`src/rtl/ps2_rx_fifo_pkg.sv`:
```
// rtl/ps2_rx_fifo_pkg.sv - shared PS/2 frame constants, entry layout and frame check
package ps2_rx_fifo_pkg;

  localparam int PS2_FRAME_BITS = 11;
  localparam int ENTRY_W        = 10;
  localparam int ENT_EXT        = 9;
  localparam int ENT_BRK        = 8;
  localparam int ENT_DATA_MSB   = 7;

  localparam logic [7:0] PS2_CODE_EXT = 8'hE0;
  localparam logic [7:0] PS2_CODE_BRK = 8'hF0;

  // Index of the stop bit; the frame is evaluated when the counter sits here.
  localparam logic [3:0] PS2_LAST_BIT = 4'(PS2_FRAME_BITS - 1);

  typedef enum logic [1:0] {
    FR_GOOD   = 2'd0,
    FR_PARITY = 2'd1,
    FR_FRAME  = 2'd2
  } frame_res_e;

  // Framing errors take precedence over parity errors.
  function automatic frame_res_e frame_check(
    input logic       start_bit,
    input logic [7:0] data,
    input logic       parity,
    input logic       stop_bit
  );
    if (start_bit != 1'b0 || stop_bit != 1'b1) return FR_FRAME;
    if ((^{data, parity}) == 1'b0) return FR_PARITY;
    return FR_GOOD;
  endfunction

endpackage

```
`src/rtl/ps2_rx_fifo_sync_fifo.sv`:
```
// rtl/ps2_rx_fifo_sync_fifo.sv - show-ahead ready/valid FIFO with occupancy output
module sync_fifo #(
  parameter int WIDTH = 10,
  parameter int DEPTH = 8
) (
  input  logic                         clk,
  input  logic                         resetn,
  input  logic [WIDTH-1:0]             in_data,
  input  logic                         in_valid,
  output logic                         in_ready,
  output logic [WIDTH-1:0]             out_data,
  output logic                         out_valid,
  input  logic                         out_ready,
  output logic [$clog2(DEPTH+1)-1:0]   level
);

  localparam int AW = $clog2(DEPTH);

  logic [WIDTH-1:0] r_mem [DEPTH];
  logic [AW:0]      r_wr_ptr;
  logic [AW:0]      r_rd_ptr;
  logic             w_empty;
  logic             w_full;
  logic             w_push;
  logic             w_pop;

  // The extra pointer MSB separates the full and empty cases when the indices match.
  assign w_empty   = (r_wr_ptr == r_rd_ptr);
  assign w_full    = (r_wr_ptr[AW] != r_rd_ptr[AW]) && (r_wr_ptr[AW-1:0] == r_rd_ptr[AW-1:0]);
  assign out_valid = !w_empty;
  assign w_pop     = out_valid && out_ready;
  // A pop in the same cycle frees the slot the push needs.
  assign in_ready  = !w_full || w_pop;
  assign w_push    = in_valid && in_ready;
  assign out_data  = r_mem[r_rd_ptr[AW-1:0]];
  assign level     = r_wr_ptr - r_rd_ptr;

  // Pointer advance on accepted push and pop.
  always_ff @(posedge clk or negedge resetn) begin
    if (!resetn) begin
      r_wr_ptr <= '0;
      r_rd_ptr <= '0;
    end else begin
      if (w_push) r_wr_ptr <= r_wr_ptr + 1'b1;
      if (w_pop)  r_rd_ptr <= r_rd_ptr + 1'b1;
    end
  end

  // Storage write; contents are don't-care until the pointers expose them.
  always_ff @(posedge clk) begin
    if (w_push) r_mem[r_wr_ptr[AW-1:0]] <= in_data;
  end

endmodule

```
`src/rtl/ps2_rx_fifo.sv`:
```
// rtl/ps2_rx_fifo.sv - PS/2 device-to-host receiver with prefix merge, watchdog and output FIFO
module ps2_rx_fifo
  import ps2_rx_fifo_pkg::*;
#(
  parameter int FIFO_DEPTH     = 8,
  parameter int SYNC_STAGES    = 3,
  parameter int TIMEOUT_CYCLES = 50000,
  parameter int DECODE_PREFIX  = 1
) (
  input  logic                              clk,
  input  logic                              resetn,
  input  logic                              ps2_clk,
  input  logic                              ps2_data,
  output logic                              out_valid,
  input  logic                              out_ready,
  output logic [7:0]                        out_data,
  output logic                              out_ext,
  output logic                              out_break,
  output logic [$clog2(FIFO_DEPTH+1)-1:0]   fifo_level,
  output logic                              err_parity,
  output logic                              err_frame,
  output logic                              err_overflow,
  output logic                              err_timeout
);

  localparam int              WDW       = $clog2(TIMEOUT_CYCLES + 1);
  localparam logic [WDW-1:0]  WD_LIMIT  = WDW'(TIMEOUT_CYCLES);
  localparam bit              PREFIX_EN = (DECODE_PREFIX != 0);

  logic [SYNC_STAGES-1:0] r_sync_clk;
  logic [SYNC_STAGES-1:0] r_sync_dat;
  logic [3:0]             r_bit_cnt;
  logic [9:0]             r_shift;
  logic [WDW-1:0]         r_wd_cnt;
  logic                   r_ext_pend;
  logic                   r_brk_pend;
  logic                   r_err_parity;
  logic                   r_err_frame;
  logic                   r_err_overflow;
  logic                   r_err_timeout;

  logic                   w_fall;
  logic                   w_bit;
  logic                   w_eval;
  frame_res_e             w_result;
  logic [7:0]             w_data;
  logic                   w_good;
  logic                   w_is_ext;
  logic                   w_is_brk;
  logic                   w_push;
  logic                   w_timeout;
  logic                   w_clear_pend;
  logic [ENTRY_W-1:0]     w_entry;
  logic [ENTRY_W-1:0]     w_head;
  logic                   w_fifo_valid;
  logic                   w_fifo_in_ready;

  // Newest sample enters at bit 0; both lines use the same depth so they stay aligned.
  always_ff @(posedge clk or negedge resetn) begin
    if (!resetn) begin
      r_sync_clk <= '1;
      r_sync_dat <= '1;
    end else begin
      r_sync_clk <= {r_sync_clk[SYNC_STAGES-2:0], ps2_clk};
      r_sync_dat <= {r_sync_dat[SYNC_STAGES-2:0], ps2_data};
    end
  end

  assign w_fall = r_sync_clk[SYNC_STAGES-1] & ~r_sync_clk[SYNC_STAGES-2];
  assign w_bit  = r_sync_dat[SYNC_STAGES-1];

  // Shift buffer after 10 bits: [0]=start, [8:1]=data, [9]=parity; the stop bit is taken live.
  assign w_eval    = w_fall && (r_bit_cnt == PS2_LAST_BIT);
  assign w_data    = r_shift[8:1];
  assign w_result  = frame_check(r_shift[0], w_data, r_shift[9], w_bit);
  assign w_good    = w_eval && (w_result == FR_GOOD);
  assign w_is_ext  = PREFIX_EN && (w_data == PS2_CODE_EXT);
  assign w_is_brk  = PREFIX_EN && (w_data == PS2_CODE_BRK);
  assign w_push    = w_good && !w_is_ext && !w_is_brk;
  assign w_entry   = {r_ext_pend, r_brk_pend, w_data};
  assign w_timeout = !w_fall && (r_bit_cnt != 4'd0) && (r_wd_cnt == WD_LIMIT);
  assign w_clear_pend = w_push || (w_eval && !w_good) || w_timeout;

  // Bit counter, shift buffer and stalled-frame watchdog.
  always_ff @(posedge clk or negedge resetn) begin
    if (!resetn) begin
      r_bit_cnt <= 4'd0;
      r_shift   <= '0;
      r_wd_cnt  <= '0;
    end else if (w_fall) begin
      r_wd_cnt <= '0;
      if (r_bit_cnt == PS2_LAST_BIT) begin
        r_bit_cnt <= 4'd0;
      end else begin
        r_shift   <= {w_bit, r_shift[9:1]};
        r_bit_cnt <= r_bit_cnt + 4'd1;
      end
    end else if (r_bit_cnt != 4'd0) begin
      if (w_timeout) begin
        r_bit_cnt <= 4'd0;
        r_wd_cnt  <= '0;
      end else begin
        r_wd_cnt  <= r_wd_cnt + WDW'(1);
      end
    end
  end

  // Prefix flags: set by good E0/F0, consumed by the next pushed byte or any error.
  always_ff @(posedge clk or negedge resetn) begin
    if (!resetn) begin
      r_ext_pend <= 1'b0;
      r_brk_pend <= 1'b0;
    end else if (w_clear_pend) begin
      r_ext_pend <= 1'b0;
      r_brk_pend <= 1'b0;
    end else begin
      if (w_good && w_is_ext) r_ext_pend <= 1'b1;
      if (w_good && w_is_brk) r_brk_pend <= 1'b1;
    end
  end

  // Registered one-cycle error pulses, one cycle after the evaluating fall.
  always_ff @(posedge clk or negedge resetn) begin
    if (!resetn) begin
      r_err_parity   <= 1'b0;
      r_err_frame    <= 1'b0;
      r_err_overflow <= 1'b0;
      r_err_timeout  <= 1'b0;
    end else begin
      r_err_parity   <= w_eval && (w_result == FR_PARITY);
      r_err_frame    <= w_eval && (w_result == FR_FRAME);
      r_err_overflow <= w_push && !w_fifo_in_ready;
      r_err_timeout  <= w_timeout;
    end
  end

  sync_fifo #(
    .WIDTH (ENTRY_W),
    .DEPTH (FIFO_DEPTH)
  ) u_fifo (
    .clk       (clk),
    .resetn    (resetn),
    .in_data   (w_entry),
    .in_valid  (w_push),
    .in_ready  (w_fifo_in_ready),
    .out_data  (w_head),
    .out_valid (w_fifo_valid),
    .out_ready (out_ready),
    .level     (fifo_level)
  );

  // Head fields are forced to zero while empty so stale storage never shows.
  assign out_valid    = w_fifo_valid;
  assign out_data     = w_fifo_valid ? w_head[ENT_DATA_MSB:0] : 8'd0;
  assign out_ext      = w_fifo_valid & w_head[ENT_EXT];
  assign out_break    = w_fifo_valid & w_head[ENT_BRK];
  assign err_parity   = r_err_parity;
  assign err_frame    = r_err_frame;
  assign err_overflow = r_err_overflow;
  assign err_timeout  = r_err_timeout;

endmodule

```
`config.mk`:
```
export PLATFORM = sky130hd
export DESIGN_NAME = ps2_rx_fifo
export DESIGN_NICKNAME = d
export VERILOG_FILES = /design/src/rtl/ps2_rx_fifo_pkg.sv /design/src/rtl/ps2_rx_fifo_sync_fifo.sv /design/src/rtl/ps2_rx_fifo.sv
export SDC_FILE = /design/constraint.sdc
export NUM_CORES = 1
export LEC_CHECK = 0
export CORE_UTILIZATION = 45
export CTS_CLUSTER_SIZE = 10
export DETAILED_ROUTE_END_ITERATION = 12
export GPL_ROUTABILITY_DRIVEN = 0
export HOLD_SLACK_MARGIN = 0.08
export PLACE_DENSITY = 0.65
export SLEW_MARGIN = 5
export SYNTH_ARGS = -nofsm -noshare
export SYNTH_HDL_FRONTEND = slang
export SYNTH_SLANG_ARGS = --single-unit
```
`constraint.sdc`:
```
create_clock -name clk -period 4.9 [get_ports clk]
set_clock_uncertainty 0.1 [all_clocks]
set_input_delay 0.98 -clock clk [delete_from_list [all_inputs] [get_ports clk]]
set_output_delay 0.98 -clock clk [all_outputs]
set_load 0.02 [all_outputs]
```
==> metrics.md <==
| Metric | Value |
|---|---|
| Hold Path Depth | 0 |
| Total wire length | 9.950 mm |
| Number of max-cap violations | 0 |
| Worst r2r src | r_bit_cnt[0] |
| Mapped Cells | 367 |
| Worst rel slew slack | 33.37% |
| Clock buffer count from CTS | 17 |
| Unrepaired setup endpoints after global routing | no |
| Fmax | 0.2453 GHz |
| Run status | finished, final reports clean |
| Synth Cell Area | 5535 um^2 |
| Clk slew on worst S/H paths | 0.06 ns |
| Syn_area_per_cell | 15.08 um^2 |
| Max rail drop VDD | 0.2619 mV |
| Final net count | 423 |
| Worst hold start | r_sync_dat[0] |
| DRC Markers | 0 |
| Die ar. | 12,750 um^2 |
| Critical path type | flip-flop to output pin |
| Area grow syn2layout | 17.92% |
| Clock sink count | 130 |
| Total vias in the final route | 3,069 |
| Antenna violations before repair | 0 |
| # fillers | 984 |
| Ports | 24 |
| Setup TNS | 0 ns |
| Critical path fanouts, max | 13 |
| CTS tree | yes |
| First DRT Iteration DRCs | 178 |
| Worst Setup Start Kind | flip-flop |
| CP arrival | 3.00 ns |
| Worst EP required | 3.82 ns |
| Fin. max-slew vios | 0 |
| Number of I/O port buffers | 23 |
| Grt total ovfl | 0 |
| Antenna cells | 0 |
| Synth Flop Type | edfxtp_1 |
| Power Density | 587.9 nW/um^2 |
| Hold Vio Cnt, Final | 0 |
| Vias in the first global route | 3,119 |
| Max H-tree Level | 4 |
| Post-synth ARST share | 38.46% |
| Post-CTS Hold Buffers | 0 |
| Reg2reg end | u_fifo.r_mem[3][5] |
| Setup violators final | 0 |
| Hold Path End | r_sync_dat[1] |
| Clk_lat worst skew | 0.42 ns |
| R2r worst-path depth | 7 |
| Starting Density | 46.08% |
| Worst Setup SP | u_fifo.r_rd_ptr[2] |
| Final hold slack | 0.2556 ns |
| Min cycle time layout | 4.076 ns |
| Slew of the pin with the lowest slew margin | 0.9958 ns |
| Largest net degree at the start of global routing | 51 |
| Yosys cell types | 47 |
| Routed Antenna Nets | 0 |
| Endpoint class of the critical path | output pin |
| Ys Warns | 0 |
| Post-DP HPWL | 6.478 mm |
| Clock tree buffer depth | 2 |
| Post-synthesis sequential area ratio | 66.14% |
| DRT Pass-1 Iters | 4 |
| DR vias/cell | 5.413 |
| Hold WC Path Type | flip-flop to flip-flop |
| Reg2Reg Setup Slack | 1.66 ns |
| Post-CTS Setup Inserts | 0 |
| Seq cells post-synth | 130 |
| Placeable core area | 12,010 um^2 |
| Floorplan row count | 40 |
| Fin crit share | 83.18% |
| Root Driver | clkbuf_16 |
| Die W | 112.9 um |
| Post-synth EDFFs | 80 |
| First-pass GRT wire length | 16.51 mm |
| Post-cts resize count | 0 |
| Lkg Pwr | 2.445 nW |
| Share of layout cells above drive strength 1 | 19.76% |
| Avg WL per Cell | 17.55 um |
| Chip height | 112.9 um |
| All-Layer GR Usage | 17.62% |
| Syn_nets | 383 |
==> per-layer routing <==
| metal | global-route usage [%] | wire length [um] | up-vias |
|---|---|---|---|
| met5 | 0 | 0 | - |
| met4 | 8.158 | 161 | 0 |
| met3 | 4.446 | 349 | 16 |
| met2 | 28.60 | 4878 | 59 |
| met1 | 22.44 | 4562 | 1549 |
| li1 | - | - | 1445 |
==> worst max-delay path by stage <==
| stage | endpoint | slack (ns) |
|---|---|---|
| final | out_valid | 0.82 |
| after global routing | out_valid | 0.59 |
| after CTS | out_valid | 0.75 |
| after detailed placement | out_valid | 1.22 |
| after global placement | out_valid | 1.30 |
| after floorplan | u_fifo.r_mem[0][0] | 1.64 |
==> cell usage after synthesis, drive strengths merged (2+ instances only) <==
library cell | n | share of area (%)
clkbuf | 6 | 0.41
nand3 | 12 | 1.1
nor3 | 5 | 0.45
dfrtp | 44 | 20
nor4 | 7 | 0.79
mux2 | 12 | 2.4
edfxtp | 80 | 43
buf | 4 | 0.45
nand2 | 32 | 2.2
a21oi | 14 | 1.3
ha | 10 | 2.3
nand4bb | 2 | 0.41
nor2 | 24 | 1.6
a21o | 2 | 0.27
nand2b | 2 | 0.23
inv | 15 | 1.0
xnor2 | 18 | 3.0
or3b | 2 | 0.32
o21ai | 6 | 0.68
xor2 | 10 | 1.6
nor2b | 5 | 0.57
nor3b | 3 | 0.50
dfstp | 6 | 2.8
nand4 | 8 | 0.90
and2 | 2 | 0.23
mux4 | 20 | 8.1
o31ai | 2 | 0.52
==> report_power, final <==
group	total (mW)	internal (mW)	switching [mW]	leakage, nW
Combinational	1.14	0.562	0.579	0.810
Clock	1.20	0.760	0.444	0.268
Sequential	1.49	1.31	0.181	1.37
==> registers in the layout, summed over array words and instances (netlist names), 3 cells and up <==
register,count
u_fifo.r_rd_ptr,4
r_shift,10
r_wd_cnt,16
r_sync_clk,3
r_sync_dat,3
u_fifo.r_mem,80
u_fifo.r_wr_ptr,4
r_bit_cnt,4
==> area by class of cell <==
type	instances	area, um^2	area share, %
clock buffer	23	457.9	7.016
clock inverter	9	106.4	1.629
inverter	15	56.30	0.8626
multi-input combinational	212	1777	27.22
sequential	130	3661	56.09
tap	147	183.9	2.818
timing repair buffer	31	285.3	4.370
==> critical path, stage by stage (launching register included) <==
cell and delay (ns):
dfrtp_1 0.59, inv_1 0.33, ha_1 0.45, and4_1 0.49, inv_1 0.14, clkdlybuf4s50_1 0.56
==> cell families after synthesis <==
group	Yosys count	share of synthesized area (%)
XOR/XNOR	29	4.973
AND/OR/NAND/NOR	111	10.33
AO/OA/AOI/OAI	29	3.481
buffers and inverters	25	1.876
multiplexers	32	10.58
flip-flops	130	66.14
adder cells (fa/ha/maj)	11	2.622
==> through the flow <==
step	cells	cell area, um^2	util [%]	setup slack (ns)	power [mW]
after global routing	567	6528	54.34	0.5881	4.039
after floorplan	367	5535	-	1.645	2.255
after global placement	535	5963	49.65	1.299	2.649
after CTS	567	6528	54.34	0.7474	3.879
final	567	6528	54.34	0.8241	3.838
after detailed placement	535	5963	49.65	1.217	2.672
==> cell usage in the layout, fill, tap and decap left out, types with 2 or more instances in the layout <==
master / Yosys / layout
a21o_1: 2 / 2
a21oi_1: 14 / 14
and2_1: 2 / 2
buf_4: 0 / 8
bufinv_16: 0 / 2
clkbuf_1: 6 / 5
clkbuf_16: 0 / 17
clkdlybuf4s50_1: 0 / 22
clkinv_2: 0 / 3
clkinvlp_4: 0 / 3
dfrtp_1: 44 / 44
dfstp_2: 6 / 6
edfxtp_1: 80 / 80
ha_1: 10 / 10
inv_1: 15 / 15
mux2_2: 12 / 12
mux4_2: 20 / 20
nand2_1: 32 / 32
nand2b_1: 2 / 2
nand3_1: 12 / 12
nand4_1: 8 / 8
nand4bb_1: 2 / 2
nor2_1: 24 / 24
nor2b_1: 5 / 5
nor3_1: 5 / 5
nor3b_1: 2 / 2
nor4_1: 7 / 6
o21ai_0: 4 / 4
o21ai_2: 2 / 2
or3b_2: 2 / 2
xnor2_1: 17 / 17
xor2_1: 10 / 10
Power figures use the tool's default switching activity.
==> RTL change: new RTL, same settings <==
Register the output `err_parity` once more, without a reset; this adds one clock of latency there. The other outputs are not delayed to match.
--- a/src/rtl/ps2_rx_fifo.sv
+++ b/src/rtl/ps2_rx_fifo.sv
@@ -154,7 +154,9 @@
   assign out_data     = w_fifo_valid ? w_head[ENT_DATA_MSB:0] : 8'd0;
   assign out_ext      = w_fifo_valid & w_head[ENT_EXT];
   assign out_break    = w_fifo_valid & w_head[ENT_BRK];
-  assign err_parity   = r_err_parity;
+  always_ff @(posedge clk) begin
+    err_parity <= r_err_parity;
+  end
   assign err_frame    = r_err_frame;
   assign err_overflow = r_err_overflow;
   assign err_timeout  = r_err_timeout;
Behaviour: same outputs for any inputs over 10 cycles, from zero or initial values and one cycle with resetn low; that may be too few to reach the edited logic, so the function may still have changed.
==> RTL change against the unedited design <==
- register-to-register slack improved by 0.06 ns
- cell area shrank 0.48%
- worst setup slack got worse by 0.022 ns
- sequential cell count rose by 1
- critical path type unchanged
- power fell by 2.3%
- routed wire length grew 1.7%
- synthesized area rose by 0.36%
- sequential share of layout area is 0.58 points higher
- worst hold slack worse by 0.0054 ns
==> RTL change: results (changes against the unedited design) <==
.. list-table::
   :header-rows: 1

   * - Metric
     - Value
   * - Via-to-Cell Ratio
     - 5.46 (was 5.41)
   * - Routed via count
     - 3104 (was 3069)
   * - Post-Place Cells
     - 536 (was 535)
   * - Met2 Usage GRT
     - 29.2% (was 28.6%)
   * - Number of filler cells placed in the layout
     - 997 (was 984)
   * - Worst R2R Setup Slack
     - 1.72 ns (was 1.66 ns)
   * - Area contributors post-synth
     - sky130_fd_sc_hd__edfxtp_1, sky130_fd_sc_hd__dfrtp_1, sky130_fd_sc_hd__mux4_2 (unchanged)
   * - Hold path startpoint
     - r_err_parity (was r_sync_dat[0])
   * - Area taken by flip-flops and latches
     - 3680 um2 (was 3660 um2)
   * - Global-route wire length before repair
     - 16900 um (was 16500 um)
   * - Count of distinct cell types in the synthesized netlist
     - 48 (was 47)
   * - Result of the run
     - complete, no violations (unchanged)
   * - Number of nets in the finished design
     - 424 (was 423)
   * - Max-slew headroom at the worst pin
     - 33.7% (was 33.4%)
   * - Half-perimeter wire length after placement
     - 6440 um (was 6480 um)
   * - Met3 routing resource usage after global routing
     - 4.55% (was 4.45%)
   * - DRC marker count from the first detailed-route iteration
     - 202 (was 178)
   * - Met1 global-route usage
     - 23.1% (was 22.4%)
   * - Shortest clock period the worst path allows after layout
     - 4.10 ns (was 4.08 ns)
   * - Crit-path max cell delay
     - 0.62 ns (was 0.59 ns)
   * - Total of warnings raised by yosys
     - 0 (unchanged)
   * - Largest vdd supply drop
     - 285 uV (was 262 uV)
   * - Detailed-routed wire length on met2
     - 5110 um (was 4880 um)
   * - Cell count of the worst hold path
     - 0 (unchanged)
   * - Post-placement worst setup slack
     - 1.17 ns (was 1.22 ns)
   * - Cell area after placement
     - 5980 um2 (was 5960 um2)
   * - Library cell used as clock root buffer
     - sky130_fd_sc_hd__clkbuf_16 (unchanged)
   * - Sequential share of the synthesized area
     - 66.3% (was 66.1%)
   * - Via count of the first global-routing pass
     - 3206 (was 3119)
   * - Routed wire length on met3
     - 431 um (was 349 um)
   * - All-Layer GR Usage
     - 18.0% (was 17.6%)
   * - Layout cells sized above 1
     - 18.5% (was 19.8%)
   * - Worst reg2reg endpoint
     - u_fifo.r_mem[6][3] (was u_fifo.r_mem[3][5])
   * - Routed metal-1 wire length
     - 4490 um (was 4560 um)
   * - Static power due to leakage
     - 2.44 nW (was 2.45 nW)
   * - Synth Instances
     - 368 (was 367)
   * - WL/cell
     - 17.8 um (was 17.5 um)
   * - Min-delay worst type
     - flip-flop to flip-flop (unchanged)
   * - Async set-reset flop share out of synthesis
     - 38.2% (was 38.5%)
   * - Post-synth net total
     - 384 (was 383)
   * - Number of antenna-violating nets in the routed design
     - 0 (unchanged)
RTL change: changes by cell type after synthesis, sizes merged:
cell   change
dfxtp      +1
RTL change: logic make-up after synthesis:
| logic type | count (synthesis) | share of synthesized area [%] |
|---|---|---|
| DFF | 131 | 66.3 |
| and+or+nand+nor | 111 | 10.3 |
| muxes | 32 | 10.5 |
| AOI/OAI and AO/OA | 29 | 3.47 |
| xor gates and xnor gates | 29 | 4.95 |
| buffers and inverters | 25 | 1.87 |
| adders and majority gates | 11 | 2.61 |
RTL change: power breakdown:
group	leakage (nW)	internal (mW)	switching (mW)	total (mW)
Sequential	1.38	1.32	0.182	1.50
Combinational	0.810	0.562	0.582	1.14
Clock	0.252	0.687	0.418	1.10
RTL change: final cells by class:
| class | count | share of cell area, % |
|---|---|---|
| repair buffers | 31 | 4.39 |
| inverters | 15 | 0.867 |
| clock inverters | 8 | 0.944 |
| clock buffers | 24 | 6.95 |
| flip-flops and latches | 131 | 56.7 |
| multi-input cells | 212 | 27.3 |
| well taps | 147 | 2.83 |
RTL change: how the worst min path moves through the flow:
stage / end / slack (ns)
floorplan: err_parity / 0.22
global placement: err_parity / 0.24
detailed placement: err_parity / 0.23
CTS: err_parity / 0.25
global route: r_sync_dat[2] / 0.26
finish: err_parity / 0.25
RTL change: worst register-to-register path: stages, from the launching register on:
cell and delay (ns):
sky130_fd_sc_hd__dfrtp_1 0.38, sky130_fd_sc_hd__inv_1 0.11, sky130_fd_sc_hd__ha_1 0.16, sky130_fd_sc_hd__nand3b_1 0.18
sky130_fd_sc_hd__or3b_2 0.54, sky130_fd_sc_hd__nor2_1 0.31, sky130_fd_sc_hd__nand4_1 0.20, sky130_fd_sc_hd__nor2_1 0.80
